### src/rtl/vga_pkg.sv
// Shared VGA timing defaults (640x480@60), state/payload types and raster helpers.
package vga_pkg;

  localparam int unsigned DEF_H_ACTIVE = 640;
  localparam int unsigned DEF_H_FP     = 16;
  localparam int unsigned DEF_H_SYNC   = 96;
  localparam int unsigned DEF_H_BP     = 48;
  localparam int unsigned DEF_V_ACTIVE = 480;
  localparam int unsigned DEF_V_FP     = 10;
  localparam int unsigned DEF_V_SYNC   = 2;
  localparam int unsigned DEF_V_BP     = 33;
  localparam int unsigned DEF_CW       = 3;
  localparam int unsigned DEF_RD_LAT   = 1;
  localparam int unsigned DEF_CNT_W    = 16;

  typedef enum logic {
    ST_IDLE = 1'b0,
    ST_RUN  = 1'b1
  } vga_state_e;

  // Sync/enable bundle carried alongside the framebuffer read latency
  typedef struct packed {
    logic hs;
    logic vs;
    logic de;
  } vga_sync_t;

  function automatic int unsigned h_total(input int unsigned act, input int unsigned fp,
                                          input int unsigned sync, input int unsigned bp);
    return act + fp + sync + bp;
  endfunction

  function automatic int unsigned v_total(input int unsigned act, input int unsigned fp,
                                          input int unsigned sync, input int unsigned bp);
    return act + fp + sync + bp;
  endfunction

endpackage

### src/rtl/vga_delay_line.sv
// Fixed-depth shift register with asynchronous clear to a programmable value.
module vga_delay_line #(
  parameter int unsigned     WIDTH   = 3,
  parameter int unsigned     DEPTH   = 1,
  parameter logic [WIDTH-1:0] CLR_VAL = '0
) (
  input  logic             i_clk,
  input  logic             i_rst_n,
  input  logic [WIDTH-1:0] i_d,
  output logic [WIDTH-1:0] o_q
);

  logic [WIDTH-1:0] r_pipe [DEPTH];

  always_ff @(posedge i_clk or negedge i_rst_n) begin
    if (!i_rst_n) begin
      for (int unsigned i = 0; i < DEPTH; i++) r_pipe[i] <= CLR_VAL;
    end else begin
      r_pipe[0] <= i_d;
      for (int unsigned i = 1; i < DEPTH; i++) r_pipe[i] <= r_pipe[i-1];
    end
  end

  assign o_q = r_pipe[DEPTH-1];

endmodule

### src/rtl/vga_timing_gen.sv
// Parametrised VGA raster walker: issues framebuffer addresses, then emits sync,
// data-enable and colour aligned after the framebuffer read latency.
module vga_timing_gen
  import vga_pkg::*;
#(
  parameter int unsigned H_ACTIVE = DEF_H_ACTIVE,
  parameter int unsigned H_FP     = DEF_H_FP,
  parameter int unsigned H_SYNC   = DEF_H_SYNC,
  parameter int unsigned H_BP     = DEF_H_BP,
  parameter int unsigned V_ACTIVE = DEF_V_ACTIVE,
  parameter int unsigned V_FP     = DEF_V_FP,
  parameter int unsigned V_SYNC   = DEF_V_SYNC,
  parameter int unsigned V_BP     = DEF_V_BP,
  parameter bit          HS_POL   = 1'b0,
  parameter bit          VS_POL   = 1'b0,
  parameter int unsigned CW       = DEF_CW,
  parameter int unsigned RD_LAT   = DEF_RD_LAT,
  parameter int unsigned CNT_W    = DEF_CNT_W
) (
  input  logic               i_clk,
  input  logic               i_rst_n,
  input  logic               i_en,
  input  logic               i_scale,
  input  logic [3*CW-1:0]    i_q,
  output logic [2*CNT_W-1:0] o_addr,
  output logic               o_addr_vld,
  output logic               o_hs,
  output logic               o_vs,
  output logic               o_de,
  output logic [CW-1:0]      o_r,
  output logic [CW-1:0]      o_g,
  output logic [CW-1:0]      o_b,
  output logic               o_frame_start,
  output logic               o_vblank
);

  localparam int unsigned H_TOTAL  = h_total(H_ACTIVE, H_FP, H_SYNC, H_BP);
  localparam int unsigned V_TOTAL  = v_total(V_ACTIVE, V_FP, V_SYNC, V_BP);
  localparam int unsigned HS_START = H_ACTIVE + H_FP;
  localparam int unsigned HS_END   = HS_START + H_SYNC;
  localparam int unsigned VS_START = V_ACTIVE + V_FP;
  localparam int unsigned VS_END   = VS_START + V_SYNC;
  localparam int unsigned QW       = 3 * CW;
  localparam int unsigned SW       = $bits(vga_sync_t);
  localparam vga_sync_t   SYNC_IDLE = '{hs: ~HS_POL, vs: ~VS_POL, de: 1'b0};

  vga_state_e         r_state, w_state_nxt;
  logic [CNT_W-1:0]   r_cx, r_cy, w_cx_nxt, w_cy_nxt;
  logic               r_scale, w_scale_nxt;
  logic [2*CNT_W-1:0] r_addr, w_addr_nxt;
  logic               r_addr_vld, w_addr_vld_nxt;
  logic               r_frame_start, w_fs_nxt;
  logic               r_vblank, w_vblank_nxt;
  vga_sync_t          r_sync_a, w_sync_nxt, w_sync_dly;
  logic               r_hs, r_vs, r_de;
  logic [QW-1:0]      r_rgb;
  logic               w_line_end, w_frame_end, w_origin;

  assign w_line_end  = (r_cx == CNT_W'(H_TOTAL - 1));
  assign w_frame_end = w_line_end && (r_cy == CNT_W'(V_TOTAL - 1));
  assign w_origin    = (r_cx == '0) && (r_cy == '0);

  always_ff @(posedge i_clk or negedge i_rst_n) begin
    if (!i_rst_n) r_state <= ST_IDLE;
    else          r_state <= w_state_nxt;
  end

  // Next raster position and the addr-stage view of the current position
  always_comb begin
    w_state_nxt    = r_state;
    w_cx_nxt       = r_cx;
    w_cy_nxt       = r_cy;
    w_scale_nxt    = 1'b0;
    w_addr_nxt     = '0;
    w_addr_vld_nxt = 1'b0;
    w_fs_nxt       = 1'b0;
    w_vblank_nxt   = 1'b0;
    w_sync_nxt     = SYNC_IDLE;
    case (r_state)
      ST_IDLE: begin
        w_cx_nxt = '0;
        w_cy_nxt = '0;
        if (i_en) w_state_nxt = ST_RUN;
      end
      ST_RUN: begin
        if (w_line_end) begin
          w_cx_nxt = '0;
          w_cy_nxt = w_frame_end ? '0 : r_cy + CNT_W'(1);
        end else begin
          w_cx_nxt = r_cx + CNT_W'(1);
        end
        if (w_frame_end && !i_en) w_state_nxt = ST_IDLE;
        // Mode is only sampled at the frame origin so a frame is never torn
        w_scale_nxt    = w_origin ? i_scale : r_scale;
        w_addr_nxt     = w_scale_nxt ? {r_cy >> 1, r_cx >> 1} : {r_cy, r_cx};
        w_addr_vld_nxt = (r_cx < CNT_W'(H_ACTIVE)) && (r_cy < CNT_W'(V_ACTIVE));
        w_fs_nxt       = w_origin;
        w_vblank_nxt   = (r_cy >= CNT_W'(V_ACTIVE));
        w_sync_nxt.hs  = ((r_cx >= CNT_W'(HS_START)) && (r_cx < CNT_W'(HS_END))) ? HS_POL : ~HS_POL;
        w_sync_nxt.vs  = ((r_cy >= CNT_W'(VS_START)) && (r_cy < CNT_W'(VS_END))) ? VS_POL : ~VS_POL;
        w_sync_nxt.de  = w_addr_vld_nxt;
      end
      default: w_state_nxt = ST_IDLE;
    endcase
  end

  // Counters and address-stage registers
  always_ff @(posedge i_clk or negedge i_rst_n) begin
    if (!i_rst_n) begin
      r_cx          <= '0;
      r_cy          <= '0;
      r_scale       <= 1'b0;
      r_addr        <= '0;
      r_addr_vld    <= 1'b0;
      r_frame_start <= 1'b0;
      r_vblank      <= 1'b0;
      r_sync_a      <= SYNC_IDLE;
    end else begin
      r_cx          <= w_cx_nxt;
      r_cy          <= w_cy_nxt;
      r_scale       <= w_scale_nxt;
      r_addr        <= w_addr_nxt;
      r_addr_vld    <= w_addr_vld_nxt;
      r_frame_start <= w_fs_nxt;
      r_vblank      <= w_vblank_nxt;
      r_sync_a      <= w_sync_nxt;
    end
  end

  vga_delay_line #(
    .WIDTH  (SW),
    .DEPTH  (RD_LAT),
    .CLR_VAL(SYNC_IDLE)
  ) u_sync_dly (
    .i_clk  (i_clk),
    .i_rst_n(i_rst_n),
    .i_d    (r_sync_a),
    .o_q    (w_sync_dly)
  );

  // Output stage: q arrives together with the delayed sync/de for the same pixel
  always_ff @(posedge i_clk or negedge i_rst_n) begin
    if (!i_rst_n) begin
      r_hs  <= ~HS_POL;
      r_vs  <= ~VS_POL;
      r_de  <= 1'b0;
      r_rgb <= '0;
    end else begin
      r_hs  <= w_sync_dly.hs;
      r_vs  <= w_sync_dly.vs;
      r_de  <= w_sync_dly.de;
      r_rgb <= w_sync_dly.de ? i_q : '0;
    end
  end

  assign o_addr        = r_addr;
  assign o_addr_vld    = r_addr_vld;
  assign o_frame_start = r_frame_start;
  assign o_vblank      = r_vblank;
  assign o_hs          = r_hs;
  assign o_vs          = r_vs;
  assign o_de          = r_de;
  assign o_r           = r_rgb[3*CW-1:2*CW];
  assign o_g           = r_rgb[2*CW-1:CW];
  assign o_b           = r_rgb[CW-1:0];

endmodule

### config.mk
export PLATFORM = sky130hd
export DESIGN_NAME = vga_timing_gen
export DESIGN_NICKNAME = d
export VERILOG_FILES = /design/src/rtl/vga_pkg.sv /design/src/rtl/vga_delay_line.sv /design/src/rtl/vga_timing_gen.sv
export SDC_FILE = /design/constraint.sdc
export NUM_CORES = 1
export LEC_CHECK = 0
export BUFFER_PORTS_ARGS = -buffer_cell sky130_fd_sc_hd__buf_2
export CORE_UTILIZATION = 60
export DETAILED_ROUTE_END_ITERATION = 8
export PLACE_DENSITY = 0.93
export SLEW_MARGIN = 5
export SYNTH_ARGS = -nofsm -noshare
export SYNTH_HDL_FRONTEND = slang
export SYNTH_HIERARCHICAL = 1
export SYNTH_SLANG_ARGS = --single-unit
### constraint.sdc
create_clock -name i_clk -period 3.4 [get_ports i_clk]
set_input_delay 0.68 -clock i_clk [delete_from_list [all_inputs] [get_ports i_clk]]
set_output_delay 0.68 -clock i_clk [all_outputs]
set_load 0.01 [all_outputs]
* After elaboration in Yosys (flattened, before gate mapping)
Cells that the tools add are included.
** Operators by class
- $add $sub $neg :: 2
- Magnitude comparators :: 7
- Equality and inequality tests :: 3
- Muxes and demuxes :: 19
- Bitwise operators :: 1
- Reduce and logical (&&, ||, !) cells :: 9
** Operators by type and width (count)
- $mux W32 :: 2
- $pmux W16 S2 :: 2
- $mux W16 :: 3
- $add A16 B1 Y16 const B :: 2
- $eq A16 B10 Y1 const B :: 2
- $ge A16 B9 Y1 const B :: 2
- $logic_not A16 Y1 :: 2
- $lt A16 B10 Y1 const B :: 2
- $lt A16 B9 Y1 const B :: 2
- $ge A16 B10 Y1 const B :: 1
- $mux W1 :: 9
- $mux W9 :: 1
- $logic_and A1 B1 Y1 :: 6
- $mux W3 :: 1
- $ne A2 B1 Y1 const B :: 1
- $pmux W1 S2 :: 1
- $logic_not A1 Y1 :: 1
- $not A1 Y1 :: 1
** Word-level totals
- Bits in registers :: 87
- Input bits :: 13
- Output and inout port bits :: 47
- Word-level logic and storage cells :: 57

* Longest topological paths before layout
- Depth in word-level cells :: 5
- Depth in mapped cells :: 9
- Depth with buffers taken out :: 7

* Modules after synthesis
The synthesis kept the hierarchy.
** By module, submodules not included
- vga_timing_gen :: instances 1, cells each 388, area an instance 3818.7 um2, sequential area each 2082.0 um2
- vga_delay_line :: instances 1, cells each 3, area an instance 77.6 um2, sequential area each 77.6 um2

* Worst setup path after synthesis
No wires, ideal clock.
- Path type :: flip-flop to flip-flop
- Start point :: register r_cx[0]
- End point :: register r_cy[6]
- Library setup time :: 0.130 ns
- Data arrival time :: 1.804 ns
- Required time :: 3.270 ns
- Slack :: 1.466 ns
- Cell stages (with the launch flop) :: 9
- Path buffers :: 2
- Period minus slack after synthesis :: 1.934 ns
- Cells stage by stage :: dfrtp_1 -> ha_1 -> and4_1 -> nand3_1 -> or4_1 -> buf_2 -> nand2_4 -> buf_8 -> nor3_1
** Between the ends
- Word-level cells in the longest chain between the ends :: 5
- Elaborated cells on any way between the ends :: 6
- Classes of those cells :: eq/ne: 2; mux: 3; reduce/logical: 1
** Ends and longest elaborated chain
- start, declared :: RTL line vga_timing_gen.sv:48 : logic [CNT_W-1:0] r_cx, r_cy, w_cx_nxt, w_cy_nxt;
- start signal, assigned :: RTL line vga_timing_gen.sv:119 : r_cx <= w_cx_nxt;
- $eq A16 B10 Y1 (*) :: RTL line vga_timing_gen.sv:59 : assign w_line_end = (r_cx == CNT_W'(H_TOTAL - 1));
- $logic_and A1 B1 Y1 :: RTL line vga_timing_gen.sv:60 : assign w_frame_end = w_line_end && (r_cy == CNT_W'(V_TOTAL - 1));
- $mux W16 :: RTL line vga_timing_gen.sv:88 : w_cy_nxt = w_frame_end ? '0 : r_cy + CNT_W'(1);
- $mux W16 :: RTL line vga_timing_gen.sv:86 : if (w_line_end) begin
- $pmux W16 S2 :: RTL line vga_timing_gen.sv:79 : case (r_state)
- end signal, assigned :: RTL line vga_timing_gen.sv:120 : r_cy <= w_cy_nxt;
- end, declared :: RTL line vga_timing_gen.sv:48
Mark *: on every way between the ends. The rest lies on a longest branch, timed or not. The select of a mux whose other input is x is not followed.
A chain may end at the register's enable or synchronous reset.

* Worst setup path in the final report
- Start point :: register r_cx[0]
- End point :: register r_cy[7]
Same word-level chain as after synthesis.

==> impl_results.rst <==
.. list-table::
   :header-rows: 1

   * - Metric
     - Value
   * - Result of the run
     - complete, no violations
   * - Mux contribution to synthesized area
     - 1.574%
   * - Crit-path cells
     - ha_1, nand4_1, nor2_1, a21oi_2, or4_1, a21oi_1
   * - Worst voltage drop across the vdd grid
     - 0.3194 mV
   * - Total number of vias
     - 3,152
   * - Leading cell types in the layout, fill and taps excluded
     - 79 x dfrtp_1, 58 x buf_2, 46 x nand2_1, 40 x nand3_1, 29 x nor2_1
   * - Cell variety after synth
     - 42
   * - Largest family of logic cells by synthesized area
     - simple AND/OR/NAND/NOR gates
   * - TritonCTS clock tree
     - done
   * - Total I/O pin count
     - 60
   * - Critical Setup Path Class
     - flop to flop
   * - CTS clock-pin slew for the worst setup and hold paths
     - 0.08 ns
   * - Number of input and output port buffers inserted
     - 59
   * - Largest cells by area after synthesis
     - dfrtp_1 51%, nand3_1 5.1%, nand2_1 4.4%, dfstp_2 4.0%, o21ai_0 3.5%
   * - Largest net degree at the start of global routing
     - 87
   * - Final Hold Violating Endpoints
     - 0
   * - Worst min-delay path category
     - flop to flop
   * - Final clock skew
     - 0.005750 ns
   * - Leakage
     - 0.001973 µW
   * - Final routed wirelength across all metal layers
     - 8472 µm
   * - Via count of the first global-routing pass
     - 2,885
   * - Area share of the largest cell type after synthesis
     - 51.38%
   * - Initial Utilization
     - 63.92%
   * - Area growth syn-to-layout
     - 11.05%
   * - Number of max-slew violations in the final report
     - 0
   * - Post-layout power
     - 1799 µW
   * - Least-Margin Pin Slew
     - 1.017 ns
   * - Final period utilization
     - 65.60%
   * - Mapped Area
     - 3896 µm²
   * - Final worst path period need
     - 2.230 ns
   * - Maximum clock insertion buffer count
     - 2
   * - Footprint of the multi-input gates
     - 1524 µm²
   * - Worst slew slack as a fraction of its limit
     - 32.19%
   * - Global-route wire length before repair
     - 13,650 µm
   * - Critical path endpoint category
     - flop
   * - Sort of element at the start of the critical path
     - flop
   * - Average instance area after synthesis
     - 9.965 µm²
   * - Number of flops mapped to enable cells by yosys
     - 0
   * - Arrival time reported for the critical path endpoint
     - 2.52 ns
   * - Share of the synthesized netlist area taken by xor and xnor gates
     - 3.147%
   * - Number of nets produced by synthesis
     - 408
   * - Finish-stage setup viols
     - 0
   * - Total GRT Usage
     - 27.19%
   * - Simple-gate share of the synthesized area
     - 24.66%
   * - Fmax
     - 448.3 MHz
   * - Half-perimeter wire length of the detailed placement result
     - 5523 µm
   * - Count of cells along the worst register-to-register path
     - 6
   * - Total of warnings raised by yosys
     - 6
   * - Setup repair after global routing missed its margin
     - no
   * - Sequential cell area fraction in the yosys report
     - 55.43%
   * - Clock root buffer
     - clkbuf_8
   * - Final #Nets
     - 445
   * - Post-cts resize count
     - 0
   * - Top fanout value on the critical path
     - 22
   * - Largest delay contributor family on the critical path
     - simple AND/OR/NAND/NOR gates
   * - Worst path depth
     - 6
   * - Most common cell after layout, fill and taps aside
     - dfrtp_1
   * - Cell depth of the worst hold path
     - 0
   * - Filler Cells Inserted
     - 391
   * - Cell at the slowest stage of the critical path
     - or4_1
   * - Buffers plus inverters on the worst setup path
     - 0
   * - Setup Total Neg Slack
     - 0 ns
   * - Ratio of cells with drive above 1 in the final layout
     - 22.63%
   * - Dpl ws
     - 1.255 ns
   * - Initial drt markers
     - 383
   * - Horizontal extent of the die
     - 82.59 µm
   * - Final Util
     - 70.98%
   * - PnR worst setup slack
     - 1.170 ns
   * - Largest stage delay, worst path
     - 0.57 ns
   * - Area share of fa/ha/maj cells after synthesis
     - 1.285%
   * - Fraction of the mapped netlist area in compound gates
     - 8.446%
   * - Worst skew pair latency
     - 0.36 ns
   * - Number of antenna violations at the first check in global routing
     - 0
   * - Count of maximum capacitance violations
     - 0
   * - Via density per instance
     - 6.205
   * - Total DRC errors in the routed layout
     - 0
   * - DIE AREA
     - 6820 µm²
   * - Async S/R FF share, synth
     - 100.0%
   * - Number of synthesized register bits
     - 86
   * - Grt total ovfl
     - 0
   * - H-tree lvl count
     - 3
   * - Final antenna-violating net count
     - 0
   * - Cells after synthesis
     - 391
   * - Sequential cell area
     - 2161 µm²
   * - ANT cells
     - 0
   * - Cell type with the highest aggregate area in the netlist
     - dfrtp_1
   * - Core area
     - 6096 µm²
   * - Core Rows
     - 28
   * - Weighted congestion reported at the end of routability-driven placement
     - 0.8542
   * - First-pass iteration count of the detailed router
     - 6
   * - Main synth FF type
     - dfrtp_1
   * - TritonCTS Sinks
     - 86
   * - Overall die height
     - 82.59 µm
   * - Setup Buffers After CTS
     - 0
   * - Pwr Density
     - 415.8 nW/µm²
   * - Post-detailed-route wirelength per cell
     - 16.68 µm
   * - Worst Path Required
     - 3.69 ns
   * - Hold buffers post-CTS
     - 0
   * - Total clock buffers created by CTS
     - 9
worst paths after layout:
check	start	to	slack, ns
max	r_cx[0]	r_cy[7]	1.17
max in group asynchronous	i_rst_n	r_state	2.19
min in group asynchronous	i_rst_n	r_rgb[1]	0.48
min reg2reg	u_sync_dly/o_q[1]	o_vs	0.36
max reg2reg	r_cx[0]	r_cy[7]	1.17
min	u_sync_dly/o_q[1]	o_vs	0.36
cell families after synthesis:
family          count (synthesis)
simple gates                  181
flops                          86
compound gates                 56
buf+inv                        44
xor+xnor                       14
mux                             6
fa+ha+maj                       4
cell usage after synthesis (5+ instances only):
cell type  instances
clkbuf_1          17
dfrtp_1           80
nand3_1           40
nor3_1             7
or4_1              6
o21ai_0           27
xnor2_1            6
and3_1             6
a21oi_1           10
buf_2             11
nor2_1            29
xor2_1             8
and2_1            11
nand4_1           10
a21oi_2            5
inv_1              8
nand2_1           46
dfstp_2            6
o31ai_1            8
mux2i_1            5
metrics by stage:
step | cell area [µm²] | hold WS, ns | instances
final | 4327 | 0.3587 | 508
after global routing | 4327 | 0.3619 | 508
after CTS | 4327 | 0.3594 | 508
after detailed placement | 4129 | 0.3472 | 492
after global placement | 4129 | 0.3463 | 492
after floorplan | 3896 | 0.3452 | 391
flip-flops by register name, indices dropped and copies added, names as in the netlist:
signal          cells
o_addr             32
o_addr_vld          1
o_de                1
o_frame_start       1
o_hs                1
o_vblank            1
o_vs                1
r_cx               16
r_cy               16
r_rgb               9
r_scale             1
r_state             1
r_sync_a            2
u_sync_dly/o_q      3
report_power, final:
part           internal (µW)  switching (µW)  leakage, µW
Sequential              1030            5.02      0.00111
Clock                    344             369    0.0000895
Combinational           16.2            34.7     0.000769
cell type report:
class	count	share of cell area, %
clock buffers	10	2.950
inverters	8	0.6940
multi-input cells	261	35.22
well taps	75	2.169
repair buffers	62	7.403
flip-flops and latches	86	49.94
clock inverters	6	1.619
routing by layer:
metal / wire length, µm / global-route usage (%)
met1: 3375 / 34.81
met2: 4122 / 43.97
met3: 757 / 5.495
met4: 216 / 13.45
met5: 0 / 0
Note: power is estimated with default switching activity, not from simulation.
